File: src/rtl/simple_pkg.sv
// Shared definitions for the SIMPLE program loader: FSM state encoding,
// stream byte/word widths and a state-class helper.
package simple_pkg;

   localparam int LOADER_BYTE_W = 8;
   localparam int LOADER_WORD_W = 16;

   typedef enum logic [3:0] {
      ST_IDLE    = 4'd0,
      ST_LEN_HI  = 4'd1,
      ST_LEN_LO  = 4'd2,
      ST_DATA_HI = 4'd3,
      ST_DATA_LO = 4'd4,
      ST_WRITE   = 4'd5,
      ST_CHK_HI  = 4'd6,
      ST_CHK_LO  = 4'd7,
      ST_DONE    = 4'd8,
      ST_ERR     = 4'd9
   } loader_state_e;

   // A load is in progress in every state except the three resting states.
   function automatic logic is_active(input loader_state_e s);
      return !(s inside {ST_IDLE, ST_DONE, ST_ERR});
   endfunction

endpackage

File: src/rtl/byte_pair_asm.sv
// Big-endian byte pair assembler: captures the high byte, then presents
// {high, current byte} together with a strobe on the low-byte accept.
// Shared by the length, data and checksum fields of the load stream.
module byte_pair_asm
   import simple_pkg::*;
(
   input  logic                     clk,
   input  logic                     rst_n,
   input  logic                     hi_en,
   input  logic                     lo_en,
   input  logic [LOADER_BYTE_W-1:0] byte_in,
   output logic [LOADER_WORD_W-1:0] word,
   output logic                     word_valid
);

   logic [LOADER_BYTE_W-1:0] hi_q;
   logic [LOADER_BYTE_W-1:0] hi_d;

   // Hold the high byte until its partner arrives.
   always_comb begin
      hi_d = hi_q;
      if (hi_en) begin
         hi_d = byte_in;
      end
   end

   // High-byte register.
   always_ff @(posedge clk or negedge rst_n) begin
      if (!rst_n) begin
         hi_q <= '0;
      end else begin
         hi_q <= hi_d;
      end
   end

   // The word is complete in the same cycle the low byte is accepted, so
   // the FSM can act on it (length check, data capture) without a bubble.
   assign word       = {hi_q, byte_in};
   assign word_valid = lo_en;

endmodule

File: src/rtl/prog_loader.sv
// Program loader for the SIMPLE processor: length-prefixed big-endian word
// stream into instruction/data RAM while the CPU is held.
// Optional trailing 16-bit checksum enabled by defining LOADER_CHECKSUM_EN.
module prog_loader
   import simple_pkg::*;
#(
   parameter logic [15:0] BASE_ADDR = 16'h0000,
   parameter int          MEM_WORDS = 256
) (
   input  logic        clk,
   input  logic        rst_n,
   input  logic        start,
   input  logic [7:0]  byte_in,
   input  logic        byte_valid,
   output logic        byte_ready,
   output logic [15:0] mem_addr,
   output logic [15:0] mem_data,
   output logic        mem_wren,
   output logic        cpu_hold,
   output logic        busy,
   output logic        done,
   output logic        err
);

   // Room left above BASE_ADDR, kept at 17 bits so N = 16'hFFFF cannot wrap.
   localparam logic [16:0] CAPACITY = 17'(MEM_WORDS) - {1'b0, BASE_ADDR};

   loader_state_e state_q, state_d;
   logic [15:0]   addr_q, addr_d;
   logic [15:0]   remain_q, remain_d;
   logic [15:0]   mem_addr_q, mem_addr_d;
   logic [15:0]   mem_data_q, mem_data_d;
`ifdef LOADER_CHECKSUM_EN
   logic [15:0]   acc_q, acc_d;
`endif

   logic        accept;
   logic        hi_en;
   logic        lo_en;
   logic [15:0] word;
   logic        word_valid;

   assign byte_ready = state_q inside {ST_LEN_HI, ST_LEN_LO, ST_DATA_HI,
                                       ST_DATA_LO, ST_CHK_HI, ST_CHK_LO};
   assign accept     = byte_valid && byte_ready;
   assign hi_en      = accept && (state_q inside {ST_LEN_HI, ST_DATA_HI, ST_CHK_HI});
   assign lo_en      = accept && (state_q inside {ST_LEN_LO, ST_DATA_LO, ST_CHK_LO});

   byte_pair_asm u_asm (
      .clk        (clk),
      .rst_n      (rst_n),
      .hi_en      (hi_en),
      .lo_en      (lo_en),
      .byte_in    (byte_in),
      .word       (word),
      .word_valid (word_valid)
   );

   // Next-state logic plus counter, write-port and accumulator updates.
   always_comb begin
      state_d    = state_q;
      addr_d     = addr_q;
      remain_d   = remain_q;
      mem_addr_d = mem_addr_q;
      mem_data_d = mem_data_q;
`ifdef LOADER_CHECKSUM_EN
      acc_d      = acc_q;
`endif
      case (state_q)
         ST_IDLE, ST_DONE, ST_ERR: begin
            if (start) begin
               state_d = ST_LEN_HI;
               addr_d  = BASE_ADDR;
`ifdef LOADER_CHECKSUM_EN
               acc_d   = '0;
`endif
            end
         end
         ST_LEN_HI: begin
            if (accept) state_d = ST_LEN_LO;
         end
         ST_LEN_LO: begin
            if (word_valid) begin
               remain_d = word;
               if ({1'b0, word} > CAPACITY) begin
                  state_d = ST_ERR;
               end else if (word == 16'h0000) begin
`ifdef LOADER_CHECKSUM_EN
                  state_d = ST_CHK_HI;
`else
                  state_d = ST_DONE;
`endif
               end else begin
                  state_d = ST_DATA_HI;
               end
            end
         end
         ST_DATA_HI: begin
            if (accept) state_d = ST_DATA_LO;
         end
         ST_DATA_LO: begin
            // Write port is loaded here so it is stable for the whole WRITE
            // cycle and holds until the next word's WRITE.
            if (word_valid) begin
               mem_addr_d = addr_q;
               mem_data_d = word;
               state_d    = ST_WRITE;
            end
         end
         ST_WRITE: begin
            addr_d   = addr_q + 16'd1;
            remain_d = remain_q - 16'd1;
`ifdef LOADER_CHECKSUM_EN
            acc_d    = acc_q + mem_data_q;
`endif
            if (remain_q != 16'd1) begin
               state_d = ST_DATA_HI;
            end else begin
`ifdef LOADER_CHECKSUM_EN
               state_d = ST_CHK_HI;
`else
               state_d = ST_DONE;
`endif
            end
         end
`ifdef LOADER_CHECKSUM_EN
         ST_CHK_HI: begin
            if (accept) state_d = ST_CHK_LO;
         end
         ST_CHK_LO: begin
            if (word_valid) state_d = (word == acc_q) ? ST_DONE : ST_ERR;
         end
`endif
         default: state_d = ST_IDLE;
      endcase
   end

   // State, counters and write-port registers.
   always_ff @(posedge clk or negedge rst_n) begin
      if (!rst_n) begin
         state_q    <= ST_IDLE;
         addr_q     <= BASE_ADDR;
         remain_q   <= '0;
         mem_addr_q <= BASE_ADDR;
         mem_data_q <= '0;
`ifdef LOADER_CHECKSUM_EN
         acc_q      <= '0;
`endif
      end else begin
         state_q    <= state_d;
         addr_q     <= addr_d;
         remain_q   <= remain_d;
         mem_addr_q <= mem_addr_d;
         mem_data_q <= mem_data_d;
`ifdef LOADER_CHECKSUM_EN
         acc_q      <= acc_d;
`endif
      end
   end

   assign mem_addr = mem_addr_q;
   assign mem_data = mem_data_q;
   assign mem_wren = (state_q == ST_WRITE);
   assign busy     = is_active(state_q);
   assign cpu_hold = busy;
   assign done     = (state_q == ST_DONE);
   assign err      = (state_q == ST_ERR);

endmodule

File: config.mk
export PLATFORM = sky130hd
export DESIGN_NAME = prog_loader
export DESIGN_NICKNAME = d
export VERILOG_FILES = /design/src/rtl/simple_pkg.sv /design/src/rtl/byte_pair_asm.sv /design/src/rtl/prog_loader.sv
export SDC_FILE = /design/constraint.sdc
export NUM_CORES = 1
export LEC_CHECK = 0
export CAP_MARGIN = 20
export CORE_MARGIN = 4
export CORE_UTILIZATION = 45
export CTS_CLUSTER_DIAMETER = 40
export CTS_CLUSTER_SIZE = 14
export DETAILED_ROUTE_END_ITERATION = 8
export HOLD_SLACK_MARGIN = 0.02
export PLACE_DENSITY = 0.67
export RECOVER_POWER = 50
export SYNTH_ARGS = -nofsm -noshare
export SYNTH_HDL_FRONTEND = slang
export SYNTH_SLANG_ARGS = --single-unit
File: constraint.sdc
create_clock -name clk -period 1.95 [get_ports clk]
set_input_delay 0.2925 -clock clk [delete_from_list [all_inputs] [get_ports clk]]
set_output_delay 0.2925 -clock clk [all_outputs]
set_load 0.01 [all_outputs]
# Word-level counts from Yosys, hierarchy flattened
# Index checks and enable logic that the tools add are counted.
word_totals:
  elab_cells: 54
  reg_bits: 76
classes:
  n_eq_ne: 15
  reduce_logical: 17
  n_lt_le_gt_ge: 1
  mux: 13
  add_sub_neg: 2
ops:
  columns: ["cell", "count"]
  rows:
  - ["case mux 16 bit (2 select lines)", 2]
  - ["two-way mux 16 bit", 2]
  - ["two-way mux 4 bit", 8]
  - ["case mux 4 bit (6 select lines)", 1]
  - ["adder 16 x 1 -> 16 bit (second input constant)", 1]
  - ["equality test 4 x 3 -> 1 bit (second input constant)", 4]
  - ["greater-than comparator 16 x 9 -> 1 bit (second input constant)", 1]
  - ["zero test 16 bit", 1]
  - ["!= test 16 x 1 -> 1 bit (second input constant)", 1]
  - ["subtractor 16 x 1 -> 16 bit (second input constant)", 1]
  - ["!= test 2 bit (second input constant)", 5]
  - ["nonzero test 3 bit", 3]
  - ["equality test 4 x 2 -> 1 bit (second input constant)", 2]
  - ["equality test 4 bit (second input constant)", 2]
  - ["AND reduction 2 bit", 3]
  - ["nonzero test 6 bit", 1]
  - ["AND reduction 5 bit", 1]
  - ["equality test 4 x 1 -> 1 bit (second input constant)", 1]
  - ["zero test 4 bit", 1]
  - ["nonzero test 2 bit", 2]
  - ["logical AND 1 bit", 3]
  - ["OR reduction 3 bit", 1]
  - ["zero test 1 bit", 1]

# Logic depth before layout (Yosys ltp)
logic_depth:
  ltp_word: 6
  mapped_depth: 7
  mapped_depth_nobuf: 6

# Cells and area by module
# From an unflattened synthesis, not the netlist that was laid out.
hier_totals:
  hier_cells: 334
  hier_area_um2: 3754.9
modules_own_cells:
  columns: ["mod", "seq_area_each_um2", "n_inst", "area_each_um2", "cells_per_inst"]
  rows:
  - ["prog_loader", 1701.6, 1, 3355.7, 308]
  - ["byte_pair_asm", 200.2, 1, 399.1, 26]

# Worst setup path after synthesis
# No wires, ideal clock.
synth_path:
  path_type: "register -> register"
  from: "register remain_q[12]"
  to: "register state_q[0]"
  stages_incl_launch_ff: 6
  required_ps: 1825
  n_path_buf: 0
  slack_ps: 267
  t_arrival_ps: 1558
  setup_ps: 125
  cell_sequence: "dfrtp_1 or4_4 nor2_4 a31o_2 o211ai_1 mux2_2"
synth_between:
  elab_chain_cells: 3
synth_lines:
  columns: ["element", "line_no", "source"]
  rows:
  - ["from (decl)", "prog_loader.sv:30", "logic [15:0] remain_q, remain_d;"]
  - ["from (signal assigned)", "prog_loader.sv:152", "remain_q <= remain_d;"]
  - ["!= test 16 x 1 -> 1 bit", "prog_loader.sv:116", "if (remain_q != 16'd1) begin"]
  - ["two-way mux 4 bit", "prog_loader.sv:116", null]
  - ["case mux 4 bit (6 select lines)", "prog_loader.sv:69", "case (state_q)"]
  - ["to (signal assigned)", "prog_loader.sv:150", "state_q <= state_d;"]
  - ["to (decl)", "prog_loader.sv:28", "loader_state_e state_q, state_d;"]
# Every way passes these cells.
# A chain may end at the register's enable or synchronous reset.

# Final worst setup path
layout_path:
  from: "register remain_q[4]"
  to: "register state_q[0]"
# The elaborated chain is that of the path after synthesis.

==> metrics <==
final period utilization 95.3%; cell count after synthesis 347; Crit Path Category flip-flop to flip-flop; IO Pins 50; Routed Antenna Nets 0; die width 99.3 um; Post-synth EDFFs 0; Clock Skew 0.0113 ns; CP Launch Type flip-flop; Fill cells 706; Syn. warnings 0; via count 2,991; initial antenna violation count 0; register area share after synthesis 50.7%; Yosys reg bits 76; Detailed Place HPWL 6010 um; Avg Inst Size Synth 10.8 um^2; clk root buf clkbuf_8; RSZ-0062 raised after global routing false; status completed; clock latency on the worst-skew pair 0.35 ns; final hold violations 0; synth cell count leaders 76 x dfrtp_1, 40 x mux2_2, 30 x nand2_1, 30 x o21ai_0, 22 x nor2_1; die height 99.3 um; syn_nets 362; GPL Wtd Cong 0.858; Crit path required time 2.19 ns; worst-margin pin slew 1.28 ns; WL/cell 15.7 um; number of global-route vias before repair 2,790; total global routing overflow 0; violation count after the first detailed-route iteration 184; Max Freq 538 MHz; Rel. slew slack 14.4%; first-pass GRT wire length 13,900 um; antenna diode count 0; Synth area leaders dfrtp_1 51%, mux2_2 12%, o21ai_0 4.0%; max cap viols 0; initial core utilization 45.9%; # setup viols final 0; fin worst setup slack 0.0912 ns; mapped cell area 3750 um^2; P_leak 0.00214 uW; clock-pin slew on the worst setup and hold paths 0.08 ns; # DRC 0; Worst Setup End Kind flip-flop; distinct cell type count after synthesis 60; Hold Startpoint mem_addr[9]$_DFFE_PN0P_; RR Startpoint remain_q[4]$_DFFE_PN0P_; most common cell in the synthesized netlist dfrtp_1; row count 33; Total Routing Usage GR 17.5%; area leader, netlist dfrtp_1; total die area 9860 um^2; DR vias/cell 5.54; Final Max Tran Viols 0; Post-synth ARST share 100%; H-tree depth 3; CTS tree built; area grow syn2layout 28.2%; Min-Delay Path Class flip-flop to flip-flop; IO Port Bufs 49; post-place setup slack -0.125 ns; Final nets 445; Tmin final 1.86 ns; Top FF cell, synth dfrtp_1; Power Total 6580 uW; Post-Route WL 8460 um; Max rail drop VDD 0.710 mV; Num Clock Sinks 76; power per cell area 1370 nW/um^2; CTS buffer count 9; pin count of the biggest net entering global routing 52; core area 8180 um^2; CP Max Fanout 3; fraction of layout cells with a size suffix above 1 26.2%; crit path DAT 2.09 ns; post-synth top area share 50.7%; Worst Setup SP remain_q[4]$_DFFE_PN0P_; CTS max path bufs 2; Pre-antenna DRT Iters 5
-- worst max-delay path: stages, from the launching register on --
cell and delay [ns]:
dfrtp_1 0.40, or3_1 0.42, nor3b_1 0.35, a31o_2 0.23
o211ai_1 0.08, mux2_2 0.26
-- metrics by stage --
step	setup TNS, ns	std cells	cell area (um^2)	utilization (%)	hold WS, ns
global placement	-0.297	517	4560	55.8	0.365
floorplan	0	347	3750	-	-0.00309
CTS	0	540	4820	59.0	0.494
detailed placement	-0.308	517	4560	55.8	0.374
finish	0	540	4810	58.9	0.482
global route	0	540	4810	58.9	0.506
-- cell usage in the layout (no fill, tap or decap), drive strengths merged, types with 3 or more instances in the layout --
cell           Yosys  layout
nand3b             3       3
nor3b              5       5
nor4               3       3
clkbuf             6      13
buf               10      37
dlygate4sd2        0       6
dfrtp             76      76
nand4              8       8
nor2b              3       3
ha                 3       3
o211ai             6       6
inv                9      10
o31ai              3       3
nor3              12      12
a21oi             13      13
o21ai             30      30
or4                4       4
nand3             13      13
nor2              24      24
clkdlybuf4s50      0      31
mux2              40      40
dlygate4sd3        0      12
a22oi              3       3
nand2             30      30
and3               4       4
a31oi              4       4
-- area by class of cell --
cell class	count	area [um^2]	share of cell area, %
Sequential cell	76	1900	39.6
Multi-Input combinational cell	246	1730	36.0
Timing Repair Buffer	88	807	16.8
Clock buffer	11	141	2.94
Tap cell	105	131	2.73
Clock inverter	5	60.1	1.25
Inverter	9	36.3	0.754
-- cell families (layout without fill, tap and decap cells) --
logic type	count (synthesis)	in the layout	share of synthesized area, %
compound gates	77	77	12.9
xor+xnor	3	3	0.700
fa+ha+maj	3	3	1.00
buf+inv	25	113	3.30
flops	76	76	50.7
mux	40	40	12.0
simple gates	123	123	19.4
-- registers in the layout, summed over array words and instances (netlist names) --
| name | count |
|---|---|
| u_asm.hi_q | 8 |
| remain_q | 16 |
| mem_data | 16 |
| addr_q | 16 |
| mem_addr | 16 |
| state_q | 4 |
-- report_power, final --
group          total [uW]  internal (uW)  switching [uW]
sequential           2660           2150             506
clock                1210            631             582
combinational        2710           1530            1180
-- per-layer routing --
layer | part of all wire [%] | global-route usage [%] | routed length [um]
met1 | 45 | 23.4 | 3780
met2 | 49 | 28.2 | 4140
met3 | 5.0 | 4.42 | 420
met4 | 1.4 | 5.36 | 116
met5 | 0 | 0 | 0
-- path summary, 6_finish.rpt --
| kind | endpoint | slack, ns | depth (start not counted) |
|---|---|---|---|
| hold reg to reg | mem_addr[9]$_DFFE_PN0P_ | 0.48 | 2 |
| setup / recovery | state_q[0]$_DFFE_PN0P_ | 0.09 | 5 |
| setup reg to reg | state_q[0]$_DFFE_PN0P_ | 0.09 | 5 |
| hold / removal | mem_addr[9]$_DFFE_PN0P_ | 0.48 | 2 |
| max in group asynchronous | state_q[2]$_DFFE_PN0P_ | 0.35 | 2 |
| min in group asynchronous | mem_addr[2]$_DFFE_PN0P_ | 0.75 | 2 |
-- timing repair --
item | 4_1_cts | 5_1_grt
hold buffers | 1 | 0
hold endpoints to repair | 50 | 0
setup buffers | 6 | 0
pin swaps | 0 | 1
endpoints found under the setup margin | 6 | 2
resized for setup | 13 | 0
Note: power is estimated with default switching activity, not from simulation.
